`src/rtl/emu_seq_pkg.sv`:
```
// Shared types for the co-emulation step sequencer.
// Holds the sequencer state set and the tester byte width.
package emu_seq_pkg;
  localparam int BYTE_W = 8;

  typedef enum logic [3:0] {
    S_IDLE,
    S_WR,
    S_LOAD,
    S_CLK_HI,
    S_CLK_LO,
    S_GET,
    S_RD,
    S_RDW,
    S_RES
  } state_t;
endpackage

```
`src/rtl/emu_step_sequencer_if.sv`:
```
// Captured-result stream between sequencer and host.
// Master drives data/index/valid, slave drives ready.
interface emu_step_sequencer_if #(
  parameter int ADDR_W = 3
);
  import emu_seq_pkg::*;

  logic [BYTE_W-1:0] res_data;
  logic [ADDR_W-1:0] res_idx;
  logic              res_valid;
  logic              res_ready;

  modport master (
    output res_data,
    output res_idx,
    output res_valid,
    input  res_ready
  );

  modport slave (
    input  res_data,
    input  res_idx,
    input  res_valid,
    output res_ready
  );
endinterface

```
`src/rtl/emu_clk_pulse.sv`:
```
// One controlled DUT clock period per start strobe.
// fall marks the last high cycle, fin the last low cycle.
module emu_clk_pulse #(
  parameter int CLK_HALF = 2
) (
  input  logic clk_emu,
  input  logic nreset,
  input  logic start,
  output logic clk_dut,
  output logic fall,
  output logic fin
);
  localparam int CW = $clog2(CLK_HALF + 1);
  localparam logic [CW-1:0] LAST = CW'(CLK_HALF - 1);

  logic [CW-1:0] cnt;
  logic          run;

  assign fall = run & clk_dut & (cnt == LAST);
  assign fin  = run & ~clk_dut & (cnt == LAST);

  // high phase, then low phase, CLK_HALF cycles each
  always_ff @(posedge clk_emu or negedge nreset) begin
    if (!nreset) begin
      run     <= 1'b0;
      clk_dut <= 1'b0;
      cnt     <= '0;
    end else if (start) begin
      run     <= 1'b1;
      clk_dut <= 1'b1;
      cnt     <= '0;
    end else if (run) begin
      if (cnt == LAST) begin
        cnt <= '0;
        if (clk_dut) clk_dut <= 1'b0;
        else         run     <= 1'b0;
      end else begin
        cnt <= cnt + 1'b1;
      end
    end
  end
endmodule

```
`src/rtl/emu_step_sequencer.sv`:
```
// Per-step write/load/clock/get/read sequencer for the tester.
// Stimulus bytes come from a host-written register file.
module emu_step_sequencer
  import emu_seq_pkg::*;
#(
  parameter int NUM_STIM = 1,
  parameter int NUM_OUT  = 1,
  parameter int ADDR_W   = 3,
  parameter int CLK_HALF = 2,
  parameter int CNT_W    = 16
) (
  input  logic              clk_emu,
  input  logic              nreset,
  input  logic              cfg_we,
  input  logic [ADDR_W-1:0] cfg_addr,
  input  logic [BYTE_W-1:0] cfg_data,
  input  logic              go,
  input  logic [CNT_W-1:0]  step_cnt,
  input  logic              stop,
  output logic              busy,
  output logic              done,
  emu_step_sequencer_if.master res,
  output logic [BYTE_W-1:0] Din_emu,
  output logic [ADDR_W-1:0] Addr_emu,
  output logic              load_emu,
  output logic              get_emu,
  output logic              clk_dut,
  input  logic [BYTE_W-1:0] Dout_emu
);
  localparam int DEPTH = 1 << ADDR_W;
  localparam logic [ADDR_W-1:0] LAST_S = ADDR_W'(NUM_STIM - 1);
  localparam logic [ADDR_W-1:0] LAST_O = ADDR_W'(NUM_OUT - 1);

  state_t             state;
  logic [BYTE_W-1:0]  stim_reg [DEPTH];
  logic [ADDR_W-1:0]  i, j, i_nx, j_nx;
  logic [CNT_W-1:0]   remaining, rem_nx;
  logic               stop_lat;
  logic               start, fall, fin;

  assign i_nx   = i + 1'b1;
  assign j_nx   = j + 1'b1;
  assign rem_nx = remaining - 1'b1;
  assign start  = (state == S_LOAD);

  emu_clk_pulse #(
    .CLK_HALF (CLK_HALF)
  ) u_pulse (
    .clk_emu (clk_emu),
    .nreset  (nreset),
    .start   (start),
    .clk_dut (clk_dut),
    .fall    (fall),
    .fin     (fin)
  );

  // host stimulus writes, frozen for the whole run
  always_ff @(posedge clk_emu or negedge nreset) begin
    if (!nreset) begin
      for (int k = 0; k < DEPTH; k++) stim_reg[k] <= '0;
    end else if (cfg_we && !busy) begin
      stim_reg[cfg_addr] <= cfg_data;
    end
  end

  // step sequencer with registered tester and host outputs
  always_ff @(posedge clk_emu or negedge nreset) begin
    if (!nreset) begin
      state         <= S_IDLE;
      busy          <= 1'b0;
      done          <= 1'b0;
      load_emu      <= 1'b0;
      get_emu       <= 1'b0;
      Din_emu       <= '0;
      Addr_emu      <= '0;
      res.res_data  <= '0;
      res.res_idx   <= '0;
      res.res_valid <= 1'b0;
      i             <= '0;
      j             <= '0;
      remaining     <= '0;
      stop_lat      <= 1'b0;
    end else begin
      load_emu <= 1'b0;
      get_emu  <= 1'b0;
      done     <= 1'b0;
      if (busy && stop) stop_lat <= 1'b1;
      unique case (state)
        S_IDLE: begin
          if (go) begin
            if (step_cnt == '0) begin
              done <= 1'b1;
            end else begin
              remaining <= step_cnt;
              busy      <= 1'b1;
              stop_lat  <= 1'b0;
              i         <= '0;
              Addr_emu  <= '0;
              Din_emu   <= stim_reg[0];
              state     <= S_WR;
            end
          end
        end
        S_WR: begin
          if (i == LAST_S) begin
            load_emu <= 1'b1;
            state    <= S_LOAD;
          end else begin
            i        <= i_nx;
            Addr_emu <= i_nx;
            Din_emu  <= stim_reg[i_nx];
          end
        end
        S_LOAD: state <= S_CLK_HI;
        S_CLK_HI: if (fall) state <= S_CLK_LO;
        S_CLK_LO: begin
          if (fin) begin
            get_emu <= 1'b1;
            state   <= S_GET;
          end
        end
        S_GET: begin
          j        <= '0;
          Addr_emu <= '0;
          state    <= S_RD;
        end
        S_RD: state <= S_RDW;
        S_RDW: begin
          res.res_data  <= Dout_emu;
          res.res_idx   <= j;
          res.res_valid <= 1'b1;
          state         <= S_RES;
        end
        S_RES: begin
          if (res.res_ready) begin
            res.res_valid <= 1'b0;
            if (j != LAST_O) begin
              j        <= j_nx;
              Addr_emu <= j_nx;
              state    <= S_RD;
            end else begin
              remaining <= rem_nx;
              if (rem_nx == '0 || stop_lat || stop) begin
                busy  <= 1'b0;
                done  <= 1'b1;
                state <= S_IDLE;
              end else begin
                i        <= '0;
                Addr_emu <= '0;
                Din_emu  <= stim_reg[0];
                state    <= S_WR;
              end
            end
          end
        end
        default: state <= S_IDLE;
      endcase
    end
  end
endmodule

```
`src/flat_wrapper.sv`:
```
// flat-port wrapper written by rule: the top's interface ports become plain ports
module emu_step_sequencer_flat import emu_seq_pkg::*;
#(
  parameter int NUM_STIM = 1,
  parameter int NUM_OUT  = 1,
  parameter int ADDR_W   = 3,
  parameter int CLK_HALF = 2,
  parameter int CNT_W    = 16
)
  (clk_emu, nreset, cfg_we, cfg_addr, cfg_data, go, step_cnt, stop, busy, done, Din_emu, Addr_emu, load_emu, get_emu, clk_dut, Dout_emu, res_res_data, res_res_idx, res_res_valid, res_res_ready);
  emu_step_sequencer_if #(.ADDR_W(ADDR_W)) res_i ();
  input  logic clk_emu;
  input  logic nreset;
  input  logic cfg_we;
  input  logic [ADDR_W-1:0] cfg_addr;
  input  logic [BYTE_W-1:0] cfg_data;
  input  logic go;
  input  logic [CNT_W-1:0] step_cnt;
  input  logic stop;
  output logic busy;
  output logic done;
  output logic [BYTE_W-1:0] Din_emu;
  output logic [ADDR_W-1:0] Addr_emu;
  output logic load_emu;
  output logic get_emu;
  output logic clk_dut;
  input  logic [BYTE_W-1:0] Dout_emu;
  output wire logic [$bits(res_i.res_data)-1:0] res_res_data;
  output wire logic [$bits(res_i.res_idx)-1:0] res_res_idx;
  output wire logic [$bits(res_i.res_valid)-1:0] res_res_valid;
  input wire logic [$bits(res_i.res_ready)-1:0] res_res_ready;
  assign res_res_data = res_i.res_data;
  assign res_res_idx = res_i.res_idx;
  assign res_res_valid = res_i.res_valid;
  assign res_i.res_ready = res_res_ready;
  emu_step_sequencer #(.NUM_STIM(NUM_STIM), .NUM_OUT(NUM_OUT), .ADDR_W(ADDR_W), .CLK_HALF(CLK_HALF), .CNT_W(CNT_W)) u_core (.clk_emu(clk_emu), .nreset(nreset), .cfg_we(cfg_we), .cfg_addr(cfg_addr), .cfg_data(cfg_data), .go(go), .step_cnt(step_cnt), .stop(stop), .busy(busy), .done(done), .res(res_i), .Din_emu(Din_emu), .Addr_emu(Addr_emu), .load_emu(load_emu), .get_emu(get_emu), .clk_dut(clk_dut), .Dout_emu(Dout_emu));
endmodule
```
`config.mk`:
```
export PLATFORM = sky130hd
export DESIGN_NAME = emu_step_sequencer_flat
export DESIGN_NICKNAME = d
export VERILOG_FILES = /design/src/rtl/emu_seq_pkg.sv /design/src/rtl/emu_step_sequencer_if.sv /design/src/rtl/emu_clk_pulse.sv /design/src/rtl/emu_step_sequencer.sv /design/src/flat_wrapper.sv
export SDC_FILE = /design/constraint.sdc
export NUM_CORES = 1
export LEC_CHECK = 0
export BUFFER_PORTS_ARGS = -buffer_cell sky130_fd_sc_hd__clkbuf_2
export CORE_ASPECT_RATIO = 0.5
export CORE_MARGIN = 3
export CORE_UTILIZATION = 45
export DETAILED_ROUTE_END_ITERATION = 8
export PLACE_DENSITY_LB_ADDON = 0.15
export SETUP_SLACK_MARGIN = 0.5
export SYNTH_ARGS = -nofsm -noshare
export SYNTH_HDL_FRONTEND = slang
export SYNTH_SLANG_ARGS = --single-unit
```
`constraint.sdc`:
```
create_clock -name clk_emu -period 3.6 [get_ports clk_emu]
set_clock_uncertainty 0.2 [all_clocks]
set_input_delay 0.36 -clock clk_emu [delete_from_list [all_inputs] [get_ports clk_emu]]
set_output_delay 0.36 -clock clk_emu [all_outputs]
set_load 0.01 [all_outputs]
```
=== Word-level counts from Yosys, hierarchy flattened ===
Cells that the tools add are included.

* Bits in registers: 122
* Input port bits: 41
* Output and inout bits: 28
* Logic and storage cells: 158

* $add $sub $neg: 4
* Order comparisons: 3
* Equality and inequality tests: 21
* Mux-type cells: 72
* Bitwise operators: 7
* Reduce and logical (&&, ||, !) cells: 26

{| class="wikitable"
|+ Operators by type and width
! cell !! count
|-
| $mux 8 || 9
|-
| $bwmux 64 || 1
|-
| $mux 16 || 4
|-
| $pmux 4 s9 || 1
|-
| $logic_not 16->1 || 2
|-
| $pmux 16 s2 || 1
|-
| $mux 3 || 10
|-
| $mux 4 || 7
|-
| $mux 1 || 27
|-
| $bmux 8 s3 || 1
|-
| $demux 8 s3 || 1
|-
| $pmux 8 s3 || 1
|-
| $reduce_and 6->1 || 3
|-
| $eq 4x3->1 const B || 4
|-
| $sub 16x1->16 const B || 1
|-
| $ne 2x2->1 const B || 6
|-
| $pmux 3 s4 || 1
|-
| $ne 2x1->1 const B || 5
|-
| $reduce_bool 2->1 || 5
|-
| $pmux 3 s3 || 1
|-
| $eq 4x2->1 const B || 2
|-
| $ge 4x4->1 const B || 2
|-
| $not 3->4 || 2
|-
| $reduce_and 7->1 || 1
|-
| other kinds (22) || 35
|}

=== Depth between registers and ports, before layout ===
Gate-level depths: netlist (run 1).

* Word-level depth: 8
* Mapped depth: 10

=== By module ===
A second synthesis (run 1) with hierarchy kept.

* Cell total of the unflattened synthesis: 511
* Area, all modules: 6062.1 um^2

{| class="wikitable"
|+ By module, submodules not included
! module !! times used !! cells each !! area an instance (um^2) !! sequential area each (um^2)
|-
| emu_step_sequencer || 1 || 495 || 5891.9 || 2952.8
|-
| emu_clk_pulse || 1 || 16 || 170.2 || 100.1
|}

=== Least setup slack after synthesis (run 1) ===
No wires, ideal clock.

* Path kind: register -> register
* Start point: register u_core.i[0]
* End point: register u_core.Din_emu[6]
* Setup time: 0.127 ns
* Arrival: 2.714 ns
* Path slack: 0.559 ns
* Cell stages (with the launch flop): 11
* Buffers on the path: 4
* Cell sequence: dfrtp_1 > buf_2 > buf_2 > inv_1 > ha_1 > clkbuf_1 > buf_1 > mux4_2 > mux2i_1 > a21oi_1 > mux2_1

* Word-level cells in the longest chain between the ends: 7
* Elaborated cells between the ends (all ways): 10
* Those cells by class: 1 x add/sub; 1 x eq/ne; 5 x mux; 1 x bitwise; 2 x reduce/logical

{| class="wikitable"
|+ RTL lines
! element !! RTL line !! source
|-
| from (decl) || emu_step_sequencer.sv:36 || <nowiki>logic [ADDR_W-1:0] i, j, i_nx, j_nx;</nowiki>
|-
| from (signal assigned) || emu_step_sequencer.sv:109 || <nowiki>i <= i_nx;</nowiki>
|-
| $add 3x1->3 || emu_step_sequencer.sv:41 || <nowiki>assign i_nx = i + 1'b1;</nowiki>
|-
| $not 3->4 (implied by the code) || emu_step_sequencer.sv:111 || <nowiki>Din_emu <= stim_reg[i_nx];</nowiki>
|-
| $bmux 8 s3 || emu_step_sequencer.sv:111 ||
|-
| $mux 8 (implied by the code) (2 in a row) || emu_step_sequencer.sv:111 ||
|-
| $mux 8 || emu_step_sequencer.sv:105 || <nowiki>if (i == LAST_S) begin</nowiki>
|-
| $pmux 8 s3 || emu_step_sequencer.sv:88 || <nowiki>unique case (state)</nowiki>
|-
| to (signal assigned) || emu_step_sequencer.sv:99 || <nowiki>Din_emu <= stim_reg[0];</nowiki>
|-
| to (signal assigned) || emu_step_sequencer.sv:111 ||
|-
| to (signal assigned) || emu_step_sequencer.sv:150 || <nowiki>Din_emu <= stim_reg[0];</nowiki>
|-
| to (decl) || emu_step_sequencer.sv:23 || <nowiki>output logic [BYTE_W-1:0] Din_emu,</nowiki>
|}

Several ways; a longest one is shown, not always the timed one. The select of a mux whose other input is x is not followed.
A chain may end at the register's enable or synchronous reset.

=== Worst setup path after layout (run 1) ===
* Start point: register u_core.remaining[1]
* End point: register u_core.Din_emu[7]

* Word-level cells in the longest chain between the ends: 6

{| class="wikitable"
|+ RTL lines
! element !! RTL line !! source
|-
| from (decl) || emu_step_sequencer.sv:37 || <nowiki>logic [CNT_W-1:0] remaining, rem_nx;</nowiki>
|-
| from (signal assigned) || emu_step_sequencer.sv:94 || <nowiki>remaining <= step_cnt;</nowiki>
|-
| from (signal assigned) || emu_step_sequencer.sv:142 || <nowiki>remaining <= rem_nx;</nowiki>
|-
| $sub 16x1->16 || emu_step_sequencer.sv:43 || <nowiki>assign rem_nx = remaining - 1'b1;</nowiki>
|-
| $logic_not 16->1 || emu_step_sequencer.sv:143 || <nowiki>if (rem_nx == '0 || stop_lat || stop) begin</nowiki>
|-
| $logic_or 1x1->1 (2 in a row) || emu_step_sequencer.sv:143 ||
|-
| $ne 2x2->1 (no line) || - ||
|-
| $reduce_and 7->1 (no line) || - ||
|}

Every way passes these cells.

==> impl_results.md, run 1 <==
* Crit-path slowest cell: dfrtp_1
* NumNets Final at 644
* Sw Share at 34.9%
* Initial Util at around 47%
* Post-DRT Antenna Nets at 0
* Maximum vdd drop at between 0.0004 and 0.0005 V
* Die Y at 88.2 um
* Remaining global-route overflow at 0
* Chip Width at 170 um
* Drt via density at 5.56
* Final setup viols at 0
* Drt total wl at 13,700 um
* Cts repair resizes at 0
* Slew Viols, Final at 0
* PwrDens at 891 nW/um^2
* Max-slew headroom at 36.8%
* Num CTS Buffers at 17
* Synth warn at 0
* Net Sw Power at between 2 and 2.5 mW
* Final Hold Violating Endpoints at 0
* Status: finished clean
* Number of flip-flops under the largest register name at 64
* Critical path capture point type: flip-flop
* Pint at between 4 and 5 mW
* P&R area growth vs syn at 20.1%
* Unique masters post-synth at 50
* Layout Cells excl Fill at 780
* FP Rows at 29
* CP bufs+invs at 2
* # Max-Cap Violations at 0
* Delay-heaviest family, CP: simple AND/OR/NAND/NOR gates
* Crit share post-route at 78.7%
* Crit path kind: flip-flop to flip-flop
* Ys async rst share at 100%
* DR vias at 4,337
* Max Clk Rate at between 300 and 400 MHz
* Antenna violations before repair at 0
* First-pass GRT wire length at between 20,000 and 25,000 um
* Syn_area_per_cell at around 12 sq um
* Antenna Cells at 0
* GRT Resource Usage Total at 19.4%
* Clock buffer depth at 2
* Clk sinks at roughly 120
* H-tree Lvls at 4
* Layout cells sized above 1 at between 30% and 40%
* Fin util at ~56%
* Clock Tree Root: clkbuf_16
* Total Power at around 6.5 mW
* Core ar. at 12,900 sq um
* Flop pwr share at 38.1%
* Crit path time final at 2.83 ns
* CP startpoint kind: flip-flop
* RSZ-0062 raised after global routing: no
* DR WL/cell at ~18 um
* I/O pins at 69
* Yosys reg bits at 122
* CTS tree: yes
* Setup Buffers After CTS at 0
* Worst-path clk slew at approximately 0.06 ns
* Clock share of power at 26.8%
* Pre-antenna DRT Iters at 4
* Drt drc at 0
* Worst path required time at between 3 and 4 ns
* Slew @ Worst Pin at 0.945 ns
* Syn Nets at ~560
* Hold WC Path Type: primary input to flip-flop
* Sum Neg Setup Slack at 0 ns
* Post-synth top area cell: dfrtp_1
* DRT iter0 DRCs at 194
* Number of global-route vias before repair at roughly 4.2k
* Detailed placement HPWL at between 9000 and 10,000 um
* Seq/Total Area, Yosys at 50.3%
* Ranking of synthesized cells by area: dfrtp_1 50%, mux2_2 14%, mux4_2 5.9%
* Post-Synthesis Cells at 517
* Routability cong. at around 0.80
* Predominant post-synthesis flop cell: dfrtp_1
* Crit-path max FO at 11
* Combinational group share of total power at 35.2%
* Clk_lat worst skew at 0.41 ns
* Port Buffers at 68
* Delay of the slowest cell on the worst path at roughly 0.43 ns
* Number of flops mapped to enable cells by yosys at 0
* Die Area at approximately 15,000 sq um
* Largest net degree at the start of global routing at 56
* Post-synth top area share at about half
* CP arrival at 2.92 ns
* Post-Syn Area at 6070 sq um
* Crit path cell chain: inv_1, ha_1, nor3b_1, buf_4, nand4_1, xor2_1, and3_1, a31oi_4, mux2_2
* Placed cells at ~740
* Leakage at approximately 3.3 nW
[power by group through the flow]
stage,Combinational (mW),Clock (mW),Sequential [mW]
finish,2.29,1.74,2.48
global route,2.54,1.85,2.57
CTS,2.31,1.77,2.47
detailed placement,2.29,0,2.49
global placement,2.26,0,2.47
floorplan,1.77,0,2.38
[path summary, 6_finish.rpt]
path	start	endpoint	slack [ns]	cells after the start
min	step_cnt[0]	u_core.remaining[0]	0.02	3
max reg2reg	u_core.remaining[1]	u_core.Din_emu[7]	0.77	9
min in group asynchronous	nreset	u_core.remaining[13]	0.34	2
max	u_core.remaining[1]	u_core.Din_emu[7]	0.77	9
min reg2reg	u_core.res.res_idx[0]	u_core.res.res_idx[0]	0.28	2
max in group asynchronous	nreset	u_core.remaining[0]	2.08	3
[stage by stage]
step	setup WS (ns)	cell area [sq um]	hold slack (ns)
detailed placement	0.746	6610	0.262
global placement	0.787	6610	0.260
global route	0.517	7300	0.0412
floorplan	0.559	6070	-0.136
CTS	0.728	7300	0.00632
finish	0.767	7300	0.0206
[routing by layer]
metal | routed length, um | GRT usage (%)
met5 | 0 | 0
met4 | 42 | 5.08
met3 | 579 | 4.19
met2 | 6400 | 30.7
met1 | 6690 | 27.6
[worst min-delay path, stage by stage]
cell      delay [ns]
clkbuf_2        0.10
nand2_1         0.06
o21ai_0         0.07
[timing repair]
action | 4_1_cts | 5_1_grt
setup endpoints to repair | 0 | 4
hold buffers | 9 | 0
endpoints found under the hold margin | 61 | 0
[cells in the mapped netlist (3+ instances only)]
| cell type | count |
|---|---|
| dfrtp_1 | 122 |
| mux2_2 | 77 |
| nor2_1 | 50 |
| a21oi_1 | 33 |
| nand2_1 | 33 |
| o21ai_0 | 26 |
| clkbuf_1 | 17 |
| mux4_2 | 16 |
| inv_1 | 10 |
| mux2i_1 | 10 |
| nand3b_1 | 8 |
| nor3_1 | 8 |
| mux2_1 | 7 |
| nand3_1 | 7 |
| xor2_1 | 7 |
| a31oi_1 | 6 |
| ha_1 | 6 |
| nand2b_1 | 6 |
| o22a_1 | 6 |
| buf_2 | 5 |
| nand4_1 | 5 |
| nor3b_1 | 5 |
| and3_1 | 4 |
| nor2b_1 | 4 |
| nor4_1 | 4 |
| a22oi_1 | 3 |
| xnor2_1 | 3 |
[area by class of cell]
| class | count | area (sq um) |
|---|---|---|
| Clock inverter | 15 | 178 |
| Tap cell | 170 | 213 |
| Sequential cell | 122 | 3050 |
| Multi-Input combinational cell | 359 | 2870 |
| Inverter | 10 | 37.5 |
| Fill cell | 1095 | 5620 |
| Clock buffer | 17 | 425 |
| Timing Repair Buffer | 87 | 520 |
[cells in the final DEF (no fill, tap or decap), types with 6 or more instances in the layout]
cell type,synthesis,final
a21oi_1,33,33
a31oi_1,6,6
buf_4,0,10
clkbuf_16,0,17
clkbuf_2,0,67
dfrtp_1,122,122
dlygate4sd3_1,0,9
ha_1,6,6
inv_1,10,10
inv_6,0,6
mux2_1,7,7
mux2_2,77,77
mux2i_1,10,10
mux4_2,16,16
nand2_1,33,33
nand2b_1,6,6
nand3_1,7,7
nand3b_1,8,8
nor2_1,50,50
nor3_1,8,8
o21ai_0,26,26
o22a_1,6,6
xor2_1,7,7
[cell families (layout without fill, tap and decap cells)]
group	Yosys count	in the layout	synth area share [%]
and+or+nand+nor	144	144	12.3
DFF	122	122	50.3
muxes	110	110	23.2
AOI/OAI and AO/OA	89	89	9.06
buffers and inverters	36	129	2.57
xor gates and xnor gates	10	10	1.44
adders and majority gates	6	6	1.24
(Power assumes the default switching activity.)
==> run 2, diff against run 1 <==
==> constraint.sdc (replaced) <==
create_clock -name clk_emu -period 2.84 [get_ports clk_emu]
set_clock_uncertainty 0.2 [all_clocks]
set_input_delay 0.284 -clock clk_emu [delete_from_list [all_inputs] [get_ports clk_emu]]
set_output_delay 0.284 -clock clk_emu [all_outputs]
set_load 0.01 [all_outputs]
==> impl_results.md, run 2 (synthesis results as in run 1) <==
* Status: finished clean
* PwrDens at 1130 nW/um^2 (+27%)
* Antenna Cells at 0 (unchanged)
* R2r startpoint: u_core.remaining[1]
* Crit share post-route at 88.6% (+9.9 points)
* Chip Width at 170 um (unchanged)
* P&R area growth vs syn at 30.0%
* Most frequent cells in the layout: 118 x dfrtp_1, 73 x mux2_2, 67 x clkbuf_2
* CTS tree: yes
* Commonest non-fill, non-tap cell in the layout: dfrtp_1
* Drt total wl at 14,400 um (+5.4%)
* Max-slew headroom at 50.0% (+13 points)
* Leakage at 3.57 nW (+8.7%)
* Slew @ Worst Pin at 0.750 ns (-0.195 ns)
* First-pass GRT wire length at 23,600 um (+4.5%)
* Filler cell count at 1,052 (-3.9%)
* Crit path kind: flip-flop to flip-flop
* Number of flip-flops under the largest register name at 64 (unchanged)
* NumNets Final at 689 (+7.0%)
* Layout Cells excl Fill at 825 (+5.8%)
* Die Area at 15,000 sq um (unchanged)
* FP Rows at 29 (unchanged)
* Routability cong. at 0.868 (+8.5%)
* Maximum vdd drop at 0.000456 V (+14%)
* Worst path required time at 2.93 ns (-0.76 ns)
* Die Y at 88.2 um (unchanged)
* RSZ-0062 raised after global routing: yes
* Register-to-Register Setup Slack at 0.32 ns (-0.44 ns)
* Max Clk Rate at 397 MHz (+13%)
* Critical hold path startpoint: cfg_data[3]
* Drt via density at 5.51 (-0.83%)
* DR vias at 4,549 (+4.9%)
* Hold path depth at 2 (-1)
* Initial Util at 47.0% (unchanged)
* Core ar. at 12,900 sq um (unchanged)
* Antenna violations before repair at 0 (unchanged)
* DR WL/cell at 17.5 um (-0.37%)
* Post-DRT Antenna Nets at 0 (unchanged)
* Clk_lat worst skew at 0.41 ns (about the same)
* Remaining global-route overflow at 0 (unchanged)
* CP startpoint kind: flip-flop
* Num CTS Buffers at 17 (unchanged)
* Drt drc at 0 (unchanged)
* Slew Viols, Final at 0 (unchanged)
* Pre-antenna DRT Iters at 5 (+1)
* Clock buffer depth at 2 (unchanged)
* # Max-Cap Violations at 0 (unchanged)
* Hold WC Path Type: primary input to flip-flop
* CP arrival at 2.61 ns (-0.31 ns)
* Detailed placement HPWL at 9240 um (+2.5%)
* Critical path capture point type: flip-flop
* Clk sinks at 122 (unchanged)
* Clock Tree Root: clkbuf_16
* Crit path time final at 2.52 ns (-0.317 ns)
* Worst r2r path cells at 10 (+1)
* Reg2reg end: u_core.Din_emu[1]
* Worst Hold Endpoint: u_core.stim_reg[35]
* Sum Neg Setup Slack at 0 ns (unchanged)
* Crit-path max FO at 4 (-7)
* DRT iter0 DRCs at 306 (+58%)
* Largest net degree at the start of global routing at 58 (+3.6%)
* Final setup viols at 0 (unchanged)
* I/O pins at 69 (unchanged)
* Final Hold Violating Endpoints at 0 (unchanged)
* Worst-path clk slew at 0.06 ns (about the same)
* Number of global-route vias before repair at 4,538 (+6.8%)
* Placed cells at 757 (+2.4%)
* H-tree Lvls at 4 (unchanged)
* GRT Resource Usage Total at 20.2% (+0.73 points)
* Port Buffers at 68 (unchanged)
* Layout cells sized above 1 at 42.7% (+7.7 points)
-- run 2: changes by cell type in the layout (fill, tap and decap cells not counted), sizes merged --
cell / previous run / this run
clkinv: 1 / 5
dlygate4sd3: 9 / 19
buf: 11 / 46
clkinvlp: 3 / 0
inv: 19 / 17
clkbuf: 84 / 85
-- run 2: worst max path at each step --
stage | start | to | cells after the start
2_1_floorplan | u_core.state[2] | u_core.Din_emu[0] | 9
5_1_grt | u_core.remaining[1] | u_core.Din_emu[1] | 10
3_5_place_dp | u_core.remaining[0] | u_core.Din_emu[3] | 8
6_report | u_core.remaining[1] | u_core.Din_emu[1] | 10
4_1_cts | u_core.remaining[5] | u_core.Din_emu[0] | 9
3_3_place_gp | u_core.remaining[0] | u_core.Din_emu[7] | 8
-- run 2: power by group --
group	internal, mW	leakage (nW)	switching [mW]
registers	2.54	1.55	0.566
clock network	1.31	0.291	0.848
logic	1.98	1.72	1.67
-- run 2: cell type report --
class	count	area (sq um)	area share (%)
well taps	170	213	2.69
flip-flops and latches	122	3060	38.7
repair buffers	132	935	11.8
inverters	10	37.5	0.475
clock inverters	14	158	2.00
multi-input cells	359	3070	38.9
clock buffers	18	429	5.43
-- run 2: per-layer routing --
metal	GRT usage [%]	share of wire [%]	wire length, um
met4	4.71	0.69	100
met2	33.0	47	6750
met1	28.3	49	7070
met5	0	0	0
met3	3.79	3.6	522
-- run 2: per-stage QoR --
| step | utilization [%] | worst slack (ns) | total power, mW | hold WS [ns] | cell area, sq um |
|---|---|---|---|---|---|
| after detailed placement | 52.4 | 0.152 | 6.21 | 0.202 | 6760 |
| after global routing | 61.1 | 0.230 | 9.50 | 0.0176 | 7900 |
| after floorplan | - | 0.322 | 5.33 | -0.212 | 6130 |
| after CTS | 60.5 | 0.329 | 8.87 | 0.00932 | 7820 |
| after global placement | 52.4 | 0.229 | 6.13 | 0.198 | 6760 |
| final | 61.1 | 0.324 | 8.92 | 0.0213 | 7900 |
-- run 2: worst max-delay path: stages (launching register included) --
cell	delay, ns
dfrtp_1	0.42
inv_2	0.10
ha_4	0.14
nor3b_4	0.26
nand4_1	0.15
xor2_1	0.22
and3_4	0.24
a31oi_4	0.10
buf_6	0.15
buf_16	0.13
mux2_4	0.29
-- run 2: what timing repair did --
action,4_1_cts,5_1_grt
endpoints found under the setup margin,16,32
endpoints found under the hold margin,72,0
pin swaps,10,6
resized for setup,36,14
setup buffers,14,2
hold buffers,19,0
cloned,1,0
